`config.mk`:
```
export PLATFORM = sky130hd
export DESIGN_NAME = id_stage_rf_flat
export DESIGN_NICKNAME = d
export VERILOG_FILES = /design/src/rtl/id_stage_rf_if.sv /design/src/rtl/id_stage_rf.sv /design/src/flat_wrapper.sv
export SDC_FILE = /design/constraint.sdc
export NUM_CORES = 2
export LEC_CHECK = 0
export ABC_AREA = 1
export BUFFER_PORTS_ARGS = -buffer_cell sky130_fd_sc_hd__buf_2
export CAP_MARGIN = 20
export CELL_PAD_IN_SITES_DETAIL_PLACEMENT = 0
export CELL_PAD_IN_SITES_GLOBAL_PLACEMENT = 1
export CORE_ASPECT_RATIO = 2
export CORE_MARGIN = 3
export CORE_UTILIZATION = 50
export CTS_BUF_LIST = sky130_fd_sc_hd__clkbuf_4
export DETAILED_ROUTE_END_ITERATION = 8
export PLACE_DENSITY = 0.92
export SKIP_CTS_REPAIR_TIMING = 1
export SYNTH_ARGS = -nofsm -noshare
export SYNTH_HDL_FRONTEND = slang
export SYNTH_SLANG_ARGS = --single-unit
```
`constraint.sdc`:
```
create_clock -name clk -period 66.9 [get_ports clk]
set_input_delay 3.345 -clock clk [delete_from_list [all_inputs] [get_ports clk]]
set_output_delay 3.345 -clock clk [all_outputs]
set_load 0.01 [all_outputs]
```
`src/rtl/id_stage_rf_if.sv`:
```
// Decode-to-EX bus for id_stage_rf: decode slot, writeback port, hazard
// controls and the registered ID/EX outputs. The upstream pipeline drives
// through the master modport; the decode stage sits on the slave modport.
interface id_stage_rf_if #(
  parameter int XLEN   = 32,
  parameter int CTRL_W = 16
);
  // decode slot
  logic              in_valid;
  logic [31:0]       instruction;
  logic [XLEN-1:0]   pc;
  logic [XLEN-1:0]   pc_plus_4;
  logic [CTRL_W-1:0] ctrl_in;
  logic [XLEN-1:0]   imm_in;
  logic              in_is_load;
  // writeback port
  logic              wb_en;
  logic [4:0]        wb_rd;
  logic [XLEN-1:0]   wb_data;
  // hazard controls
  logic              stall;
  logic              flush;
  // combinational decode-side outputs
  logic [4:0]        rs1_d;
  logic [4:0]        rs2_d;
  logic              illegal_reg_d;
  logic              load_use_stall;
  // ID/EX register
  logic              ex_valid;
  logic [CTRL_W-1:0] ex_ctrl;
  logic [XLEN-1:0]   ex_rs1_data;
  logic [XLEN-1:0]   ex_rs2_data;
  logic [XLEN-1:0]   ex_imm;
  logic [XLEN-1:0]   ex_pc;
  logic [XLEN-1:0]   ex_pc_plus_4;
  logic [4:0]        ex_rs1;
  logic [4:0]        ex_rs2;
  logic [4:0]        ex_rd;
  logic              ex_is_load;

  modport master (
    output in_valid, instruction, pc, pc_plus_4, ctrl_in, imm_in, in_is_load,
    output wb_en, wb_rd, wb_data, stall, flush,
    input  rs1_d, rs2_d, illegal_reg_d, load_use_stall,
    input  ex_valid, ex_ctrl, ex_rs1_data, ex_rs2_data, ex_imm, ex_pc,
    input  ex_pc_plus_4, ex_rs1, ex_rs2, ex_rd, ex_is_load
  );

  modport slave (
    input  in_valid, instruction, pc, pc_plus_4, ctrl_in, imm_in, in_is_load,
    input  wb_en, wb_rd, wb_data, stall, flush,
    output rs1_d, rs2_d, illegal_reg_d, load_use_stall,
    output ex_valid, ex_ctrl, ex_rs1_data, ex_rs2_data, ex_imm, ex_pc,
    output ex_pc_plus_4, ex_rs1, ex_rs2, ex_rd, ex_is_load
  );
endinterface

```
`src/rtl/id_stage_rf.sv`:
```
// Decode stage datapath: architectural register file with write-through
// bypass, load-use hazard detection and the ID/EX pipeline register.
// ID/EX priority: flush > stall > load-use bubble > capture.
module id_stage_rf #(
  parameter int XLEN   = 32,
  parameter int NREGS  = 32,
  parameter int CTRL_W = 16
) (
  input  logic         clk,
  input  logic         reset,
  id_stage_rf_if.slave bus
);
  localparam int IDXW = (NREGS > 1) ? $clog2(NREGS) : 1;

  typedef struct packed {
    logic              valid;
    logic [CTRL_W-1:0] ctrl;
    logic [XLEN-1:0]   rs1_data;
    logic [XLEN-1:0]   rs2_data;
    logic [XLEN-1:0]   imm;
    logic [XLEN-1:0]   pc;
    logic [XLEN-1:0]   pc_plus_4;
    logic [4:0]        rs1;
    logic [4:0]        rs2;
    logic [4:0]        rd;
    logic              is_load;
  } ex_t;

  // index exists in this configuration (x0 included)
  function automatic logic reg_exists(input logic [4:0] r);
    return ({27'd0, r} < $unsigned(NREGS));
  endfunction

  // index names a writable, readable non-zero register
  function automatic logic reg_live(input logic [4:0] r);
    return (r != 5'd0) && reg_exists(r);
  endfunction

  logic [XLEN-1:0] rf_q [NREGS];
  ex_t             ex_q, ex_d;

  logic [4:0]      rs1, rs2, rd;
  logic [XLEN-1:0] rs1_val, rs2_val;
  logic            wr_en;
  logic            lus;
  logic            unused_opc;

  assign rs1 = bus.instruction[19:15];
  assign rs2 = bus.instruction[24:20];
  assign rd  = bus.instruction[11:7];

  // opcode/funct fields are decoded elsewhere
  assign unused_opc = ^{bus.instruction[31:25], bus.instruction[14:12],
                        bus.instruction[6:0]};

  // out-of-range and x0 writes are silently dropped
  assign wr_en = bus.wb_en && reg_live(bus.wb_rd);

  // register file write; independent of every hazard control
  always_ff @(posedge clk or posedge reset) begin
    if (reset) begin
      for (int i = 0; i < NREGS; i++) rf_q[i] <= '0;
    end else if (wr_en) begin
      rf_q[bus.wb_rd[IDXW-1:0]] <= bus.wb_data;
    end
  end

  // rs1 read with write-through bypass from the same-edge writeback
  always_comb begin
    rs1_val = '0;
    if (reg_live(rs1)) begin
      if (bus.wb_en && (bus.wb_rd == rs1)) rs1_val = bus.wb_data;
      else                                  rs1_val = rf_q[rs1[IDXW-1:0]];
    end
  end

  // rs2 read with write-through bypass from the same-edge writeback
  always_comb begin
    rs2_val = '0;
    if (reg_live(rs2)) begin
      if (bus.wb_en && (bus.wb_rd == rs2)) rs2_val = bus.wb_data;
      else                                  rs2_val = rf_q[rs2[IDXW-1:0]];
    end
  end

  // a load in EX whose destination feeds the decode instruction
  assign lus = bus.in_valid && ex_q.valid && ex_q.is_load &&
               (ex_q.rd != 5'd0) && ((ex_q.rd == rs1) || (ex_q.rd == rs2));

  // ID/EX next state; a bubble clears every field including data
  always_comb begin
    ex_d = ex_q;
    if (bus.flush) begin
      ex_d = '0;
    end else if (bus.stall) begin
      ex_d = ex_q;
    end else if (lus || !bus.in_valid) begin
      ex_d = '0;
    end else begin
      ex_d.valid     = 1'b1;
      ex_d.ctrl      = bus.ctrl_in;
      ex_d.rs1_data  = rs1_val;
      ex_d.rs2_data  = rs2_val;
      ex_d.imm       = bus.imm_in;
      ex_d.pc        = bus.pc;
      ex_d.pc_plus_4 = bus.pc_plus_4;
      ex_d.rs1       = rs1;
      ex_d.rs2       = rs2;
      ex_d.rd        = rd;
      ex_d.is_load   = bus.in_is_load;
    end
  end

  // ID/EX register
  always_ff @(posedge clk or posedge reset) begin
    if (reset) ex_q <= '0;
    else       ex_q <= ex_d;
  end

  assign bus.rs1_d          = rs1;
  assign bus.rs2_d          = rs2;
  assign bus.illegal_reg_d  = bus.in_valid &&
                              (!reg_exists(rs1) || !reg_exists(rs2) || !reg_exists(rd));
  assign bus.load_use_stall = lus;

  assign bus.ex_valid     = ex_q.valid;
  assign bus.ex_ctrl      = ex_q.ctrl;
  assign bus.ex_rs1_data  = ex_q.rs1_data;
  assign bus.ex_rs2_data  = ex_q.rs2_data;
  assign bus.ex_imm       = ex_q.imm;
  assign bus.ex_pc        = ex_q.pc;
  assign bus.ex_pc_plus_4 = ex_q.pc_plus_4;
  assign bus.ex_rs1       = ex_q.rs1;
  assign bus.ex_rs2       = ex_q.rs2;
  assign bus.ex_rd        = ex_q.rd;
  assign bus.ex_is_load   = ex_q.is_load;
endmodule

```
`src/flat_wrapper.sv`:
```
// flat-port wrapper written by rule: the top's interface ports become plain ports
module id_stage_rf_flat 
#(
  parameter int XLEN   = 32,
  parameter int NREGS  = 32,
  parameter int CTRL_W = 16
)
  (clk, reset, bus_in_valid, bus_instruction, bus_pc, bus_pc_plus_4, bus_ctrl_in, bus_imm_in, bus_in_is_load, bus_wb_en, bus_wb_rd, bus_wb_data, bus_stall, bus_flush, bus_rs1_d, bus_rs2_d, bus_illegal_reg_d, bus_load_use_stall, bus_ex_valid, bus_ex_ctrl, bus_ex_rs1_data, bus_ex_rs2_data, bus_ex_imm, bus_ex_pc, bus_ex_pc_plus_4, bus_ex_rs1, bus_ex_rs2, bus_ex_rd, bus_ex_is_load);
  id_stage_rf_if #(.XLEN(XLEN), .CTRL_W(CTRL_W)) bus_i ();
  input  logic clk;
  input  logic reset;
  input wire logic [$bits(bus_i.in_valid)-1:0] bus_in_valid;
  input wire logic [$bits(bus_i.instruction)-1:0] bus_instruction;
  input wire logic [$bits(bus_i.pc)-1:0] bus_pc;
  input wire logic [$bits(bus_i.pc_plus_4)-1:0] bus_pc_plus_4;
  input wire logic [$bits(bus_i.ctrl_in)-1:0] bus_ctrl_in;
  input wire logic [$bits(bus_i.imm_in)-1:0] bus_imm_in;
  input wire logic [$bits(bus_i.in_is_load)-1:0] bus_in_is_load;
  input wire logic [$bits(bus_i.wb_en)-1:0] bus_wb_en;
  input wire logic [$bits(bus_i.wb_rd)-1:0] bus_wb_rd;
  input wire logic [$bits(bus_i.wb_data)-1:0] bus_wb_data;
  input wire logic [$bits(bus_i.stall)-1:0] bus_stall;
  input wire logic [$bits(bus_i.flush)-1:0] bus_flush;
  output wire logic [$bits(bus_i.rs1_d)-1:0] bus_rs1_d;
  output wire logic [$bits(bus_i.rs2_d)-1:0] bus_rs2_d;
  output wire logic [$bits(bus_i.illegal_reg_d)-1:0] bus_illegal_reg_d;
  output wire logic [$bits(bus_i.load_use_stall)-1:0] bus_load_use_stall;
  output wire logic [$bits(bus_i.ex_valid)-1:0] bus_ex_valid;
  output wire logic [$bits(bus_i.ex_ctrl)-1:0] bus_ex_ctrl;
  output wire logic [$bits(bus_i.ex_rs1_data)-1:0] bus_ex_rs1_data;
  output wire logic [$bits(bus_i.ex_rs2_data)-1:0] bus_ex_rs2_data;
  output wire logic [$bits(bus_i.ex_imm)-1:0] bus_ex_imm;
  output wire logic [$bits(bus_i.ex_pc)-1:0] bus_ex_pc;
  output wire logic [$bits(bus_i.ex_pc_plus_4)-1:0] bus_ex_pc_plus_4;
  output wire logic [$bits(bus_i.ex_rs1)-1:0] bus_ex_rs1;
  output wire logic [$bits(bus_i.ex_rs2)-1:0] bus_ex_rs2;
  output wire logic [$bits(bus_i.ex_rd)-1:0] bus_ex_rd;
  output wire logic [$bits(bus_i.ex_is_load)-1:0] bus_ex_is_load;
  assign bus_i.in_valid = bus_in_valid;
  assign bus_i.instruction = bus_instruction;
  assign bus_i.pc = bus_pc;
  assign bus_i.pc_plus_4 = bus_pc_plus_4;
  assign bus_i.ctrl_in = bus_ctrl_in;
  assign bus_i.imm_in = bus_imm_in;
  assign bus_i.in_is_load = bus_in_is_load;
  assign bus_i.wb_en = bus_wb_en;
  assign bus_i.wb_rd = bus_wb_rd;
  assign bus_i.wb_data = bus_wb_data;
  assign bus_i.stall = bus_stall;
  assign bus_i.flush = bus_flush;
  assign bus_rs1_d = bus_i.rs1_d;
  assign bus_rs2_d = bus_i.rs2_d;
  assign bus_illegal_reg_d = bus_i.illegal_reg_d;
  assign bus_load_use_stall = bus_i.load_use_stall;
  assign bus_ex_valid = bus_i.ex_valid;
  assign bus_ex_ctrl = bus_i.ex_ctrl;
  assign bus_ex_rs1_data = bus_i.ex_rs1_data;
  assign bus_ex_rs2_data = bus_i.ex_rs2_data;
  assign bus_ex_imm = bus_i.ex_imm;
  assign bus_ex_pc = bus_i.ex_pc;
  assign bus_ex_pc_plus_4 = bus_i.ex_pc_plus_4;
  assign bus_ex_rs1 = bus_i.ex_rs1;
  assign bus_ex_rs2 = bus_i.ex_rs2;
  assign bus_ex_rd = bus_i.ex_rd;
  assign bus_ex_is_load = bus_i.ex_is_load;
  id_stage_rf #(.XLEN(XLEN), .NREGS(NREGS), .CTRL_W(CTRL_W)) u_core (.clk(clk), .reset(reset), .bus(bus_i));
endmodule
```
==> flow_summary.yaml <==
status:
  status: "complete, no violations"
placed_design:
  post-place-ws_ps: 57750
  io_buffers: 374
  dp_hpwl_mm: 136
  finalWeightedCongestion: 0.879
synth:
  synth_edf_count: 0
  ys.flop_type: "dfrtp_1"
  synth_top_area_share_pct: 46.4
  syn_avg_cell_area_sq_um: 7.07
  async_reset_ff_share_pct: 100
  yosysMostFrequentCell: "nand2_1"
  ys_ff_latch: 1217
  netlist_area_sq_um: 65700
  synth_top_area_cell: "dfrtp_1"
  synth_common_cells: "3,430 x nand2_1, 1,217 x dfrtp_1, 1,078 x nand3_1"
  seq_area_frac_synth_pct: 46.4
  ys_types: 33
  ys_warn_count: 0
  syn_inst: 9293
  synthTopCellsByArea: "dfrtp_1 46%, nand2_1 20%, nand3_1 8.2%"
  syn_nets: 9481
worst_setup_path:
  cp.arrival_ps: 5760
  endpoint_kind: "output port"
  worstSetupStartpointType: "input pin"
  required_ps: 63560
  path_class: "in2out"
  cp_max_fo: 97
timing:
  clock.fmax_ghz: 0.110
  worstMarginPinSlew_ps: 1270
  clock_skew_ps: 58.2
  finalMaxSlewViolations: 0
  finalWorstSetupSlack_ps: 57790
  min_period_ps: 9110
  setup_tns_ps: 0
  final_hold_viol_count: 0
  rsz0062_at_grt: "no"
  setup_violations: 0
  slew_headroom_pct: 15.6
  fin_crit_sh_pct: 13.6
global_routing:
  met3_usage_pct: 7.38
  first_global_vias: 63164
  grt.busiest_layer: "met2"
  grt_antenna_before_repair: 11
  grt_max_degree: 248
  grt_pass1_wl_mm: 376
  grt_usage_pct: 35.9
  use_met2_pct: 57.5
  grt_overflow: 0
  use_met1_pct: 44.0
power_and_ir_drop:
  swShare_pct: 33.3
  p_clk_share_pct: 31.4
  power.switching_mw: 0.641
  p_leak_nw: 35.7
  power_density_nw_per_um2: 27.1
  intPower_mw: 1.28
  pwr-share-comb_pct: 20.0
  peakVddDrop_mv: 0.0114
  seq_power_share_pct: 48.5
hold_path:
  hold_path_class: "reg2reg"
clocking:
  numCtsBuffers: 289
  cts_htree_levels: 5
  clock_tree.root_cell: "clkbuf_4"
  clk_path_buf_depth: 4
  cts.sinks: 1217
  cts_tree: "yes"
  clk_pin_slew_ps: 60
  clkLatencyLatePin_ps: 1120
layout:
  fill_cells: 12717
  num-nets-final: 9470
  drive_gt1_share_pct: 10.4
  syn2layout_area_growth_pct: 8.16
floorplan:
  die_h_um: 519
  dieWidth_um: 262
  placementRows: 187
  dieArea_sq_um: 136000
  pin_count: 393
  core_area_sq_um: 130000
  initial_core_util_pct: 50.5
route:
  drc: 0
  wire_per_inst_um: 22.4
  routed_wl_mm: 251
  vias_per_cell: 5.89
  drtIter0Drc: 8326
  vias: 65882
  drt_pass1_iterations: 8
  ant_nets: 0
run:
  drv_cap: 0
[cell families after synthesis]
logic type | synth area share (%)
buffers and inverters | 8.43
XOR/XNOR | 0.0533
AND/OR/NAND/NOR | 31.1
other | 0.00571
flip-flops | 46.4
AO/OA/AOI/OAI | 14.0
[per-layer routing]
layer  wire (um)  vias to the layer above  share of wire, %
li1            -                    30056                 -
met1       90900                    30919                36
met2      114000                     3997                45
met3       27800                      908                11
met4       18200                        2               7.3
met5           4                        -            0.0016
[metrics by stage]
stage	cell area [sq um]	power, mW	cells	util [%]	hold slack (ps)
floorplan	65700	1.21	9293	-	429
global placement	67500	1.30	10687	51.9	365
detailed placement	67500	1.32	10687	51.9	366
CTS	70900	1.93	11172	54.5	380
global route	71100	2.04	11185	54.6	390
finish	71100	1.92	11186	54.6	376
[sequential cells by signal, summed over array words and instances, names as in the netlist]
signal and count:
u_core.bus.ex_valid 1, u_core.bus.ex_rs1_data 32, u_core.bus.ex_ctrl 16, u_core.bus.ex_rs1 5, u_core.bus.ex_imm 32, u_core.bus.ex_pc 32, u_core.bus.ex_rd 5, u_core.rf_q 1024
u_core.bus.ex_pc_plus_4 32, u_core.bus.ex_rs2 5, u_core.bus.ex_is_load 1, u_core.bus.ex_rs2_data 32
[cell usage in the layout, fill, tap and decap left out, types with 3 or more instances in the layout]
cell type  count
inv_8          5
inv_1        593
dfrtp_1     1217
buf_16         3
o21ai_0     1042
a21oi_1      190
nor2_4        10
o211ai_1     350
nand2_4       12
buf_8          4
buf_2        366
nand2_1     3417
inv_2         15
nor2_1       457
bufinv_16      3
nand3_1     1076
diode_2        9
nand4_1        3
or2_2          9
buf_12         7
o21ai_1       78
buf_4         94
o22ai_1        5
clkinv_1      58
clkbuf_4     415
nand3_2        3
clkinv_2       5
nor3_4         6
nor3_2         4
nand2_2       17
[power groups by stage]
stage | logic (mW) | registers (mW) | clock network (mW)
global route | 0.441 | 0.946 | 0.649
detailed placement | 0.379 | 0.943 | 0
finish | 0.385 | 0.934 | 0.604
global placement | 0.367 | 0.937 | 0
floorplan | 0.279 | 0.933 | 0
CTS | 0.380 | 0.930 | 0.615
[path summary, 6_finish.rpt]
check,startpoint,endpoint,slack (ps),cells past startpoint
worst min-delay path,u_core.rf_q[997]$_DFFE_PP0P_,u_core.rf_q[997]$_DFFE_PP0P_,380,0
worst max register to register,u_core.bus.ex_rd[2]$_DFFE_PP0P_,u_core.bus.ex_rs1_data[14]$_DFFE_PP0P_,63030,9
min in group asynchronous,reset,u_core.rf_q[706]$_DFFE_PP0P_,2400,2
worst max-delay path,bus_instruction[16],bus_load_use_stall,57790,10
worst min register to register,u_core.rf_q[997]$_DFFE_PP0P_,u_core.rf_q[997]$_DFFE_PP0P_,380,0
max in group asynchronous,reset,u_core.bus.ex_pc[7]$_DFFE_PP0P_,61070,5
[worst max-delay path: stages]
cell	delay [ps]
buf_8	610
inv_8	470
nand2_1	180
nand2_1	60
nor2_1	130
nand3_1	80
nand2_1	110
nand2_4	370
inv_1	150
buf_2	140
[area by class of cell]
cell class / count / area (sq um) / share of cell area, %
sequential: 1217 / 30500 / 42.9
clock buffer: 415 / 3120 / 4.38
multi-input combinational: 6689 / 29800 / 42.0
tap: 1701 / 2130 / 2.99
timing repair buffer: 474 / 2820 / 3.97
clock inverter: 70 / 345 / 0.486
antenna: 9 / 22.5 / 0.0317
inverter: 611 / 2340 / 3.29
Note: power is estimated with default switching activity, not from simulation.
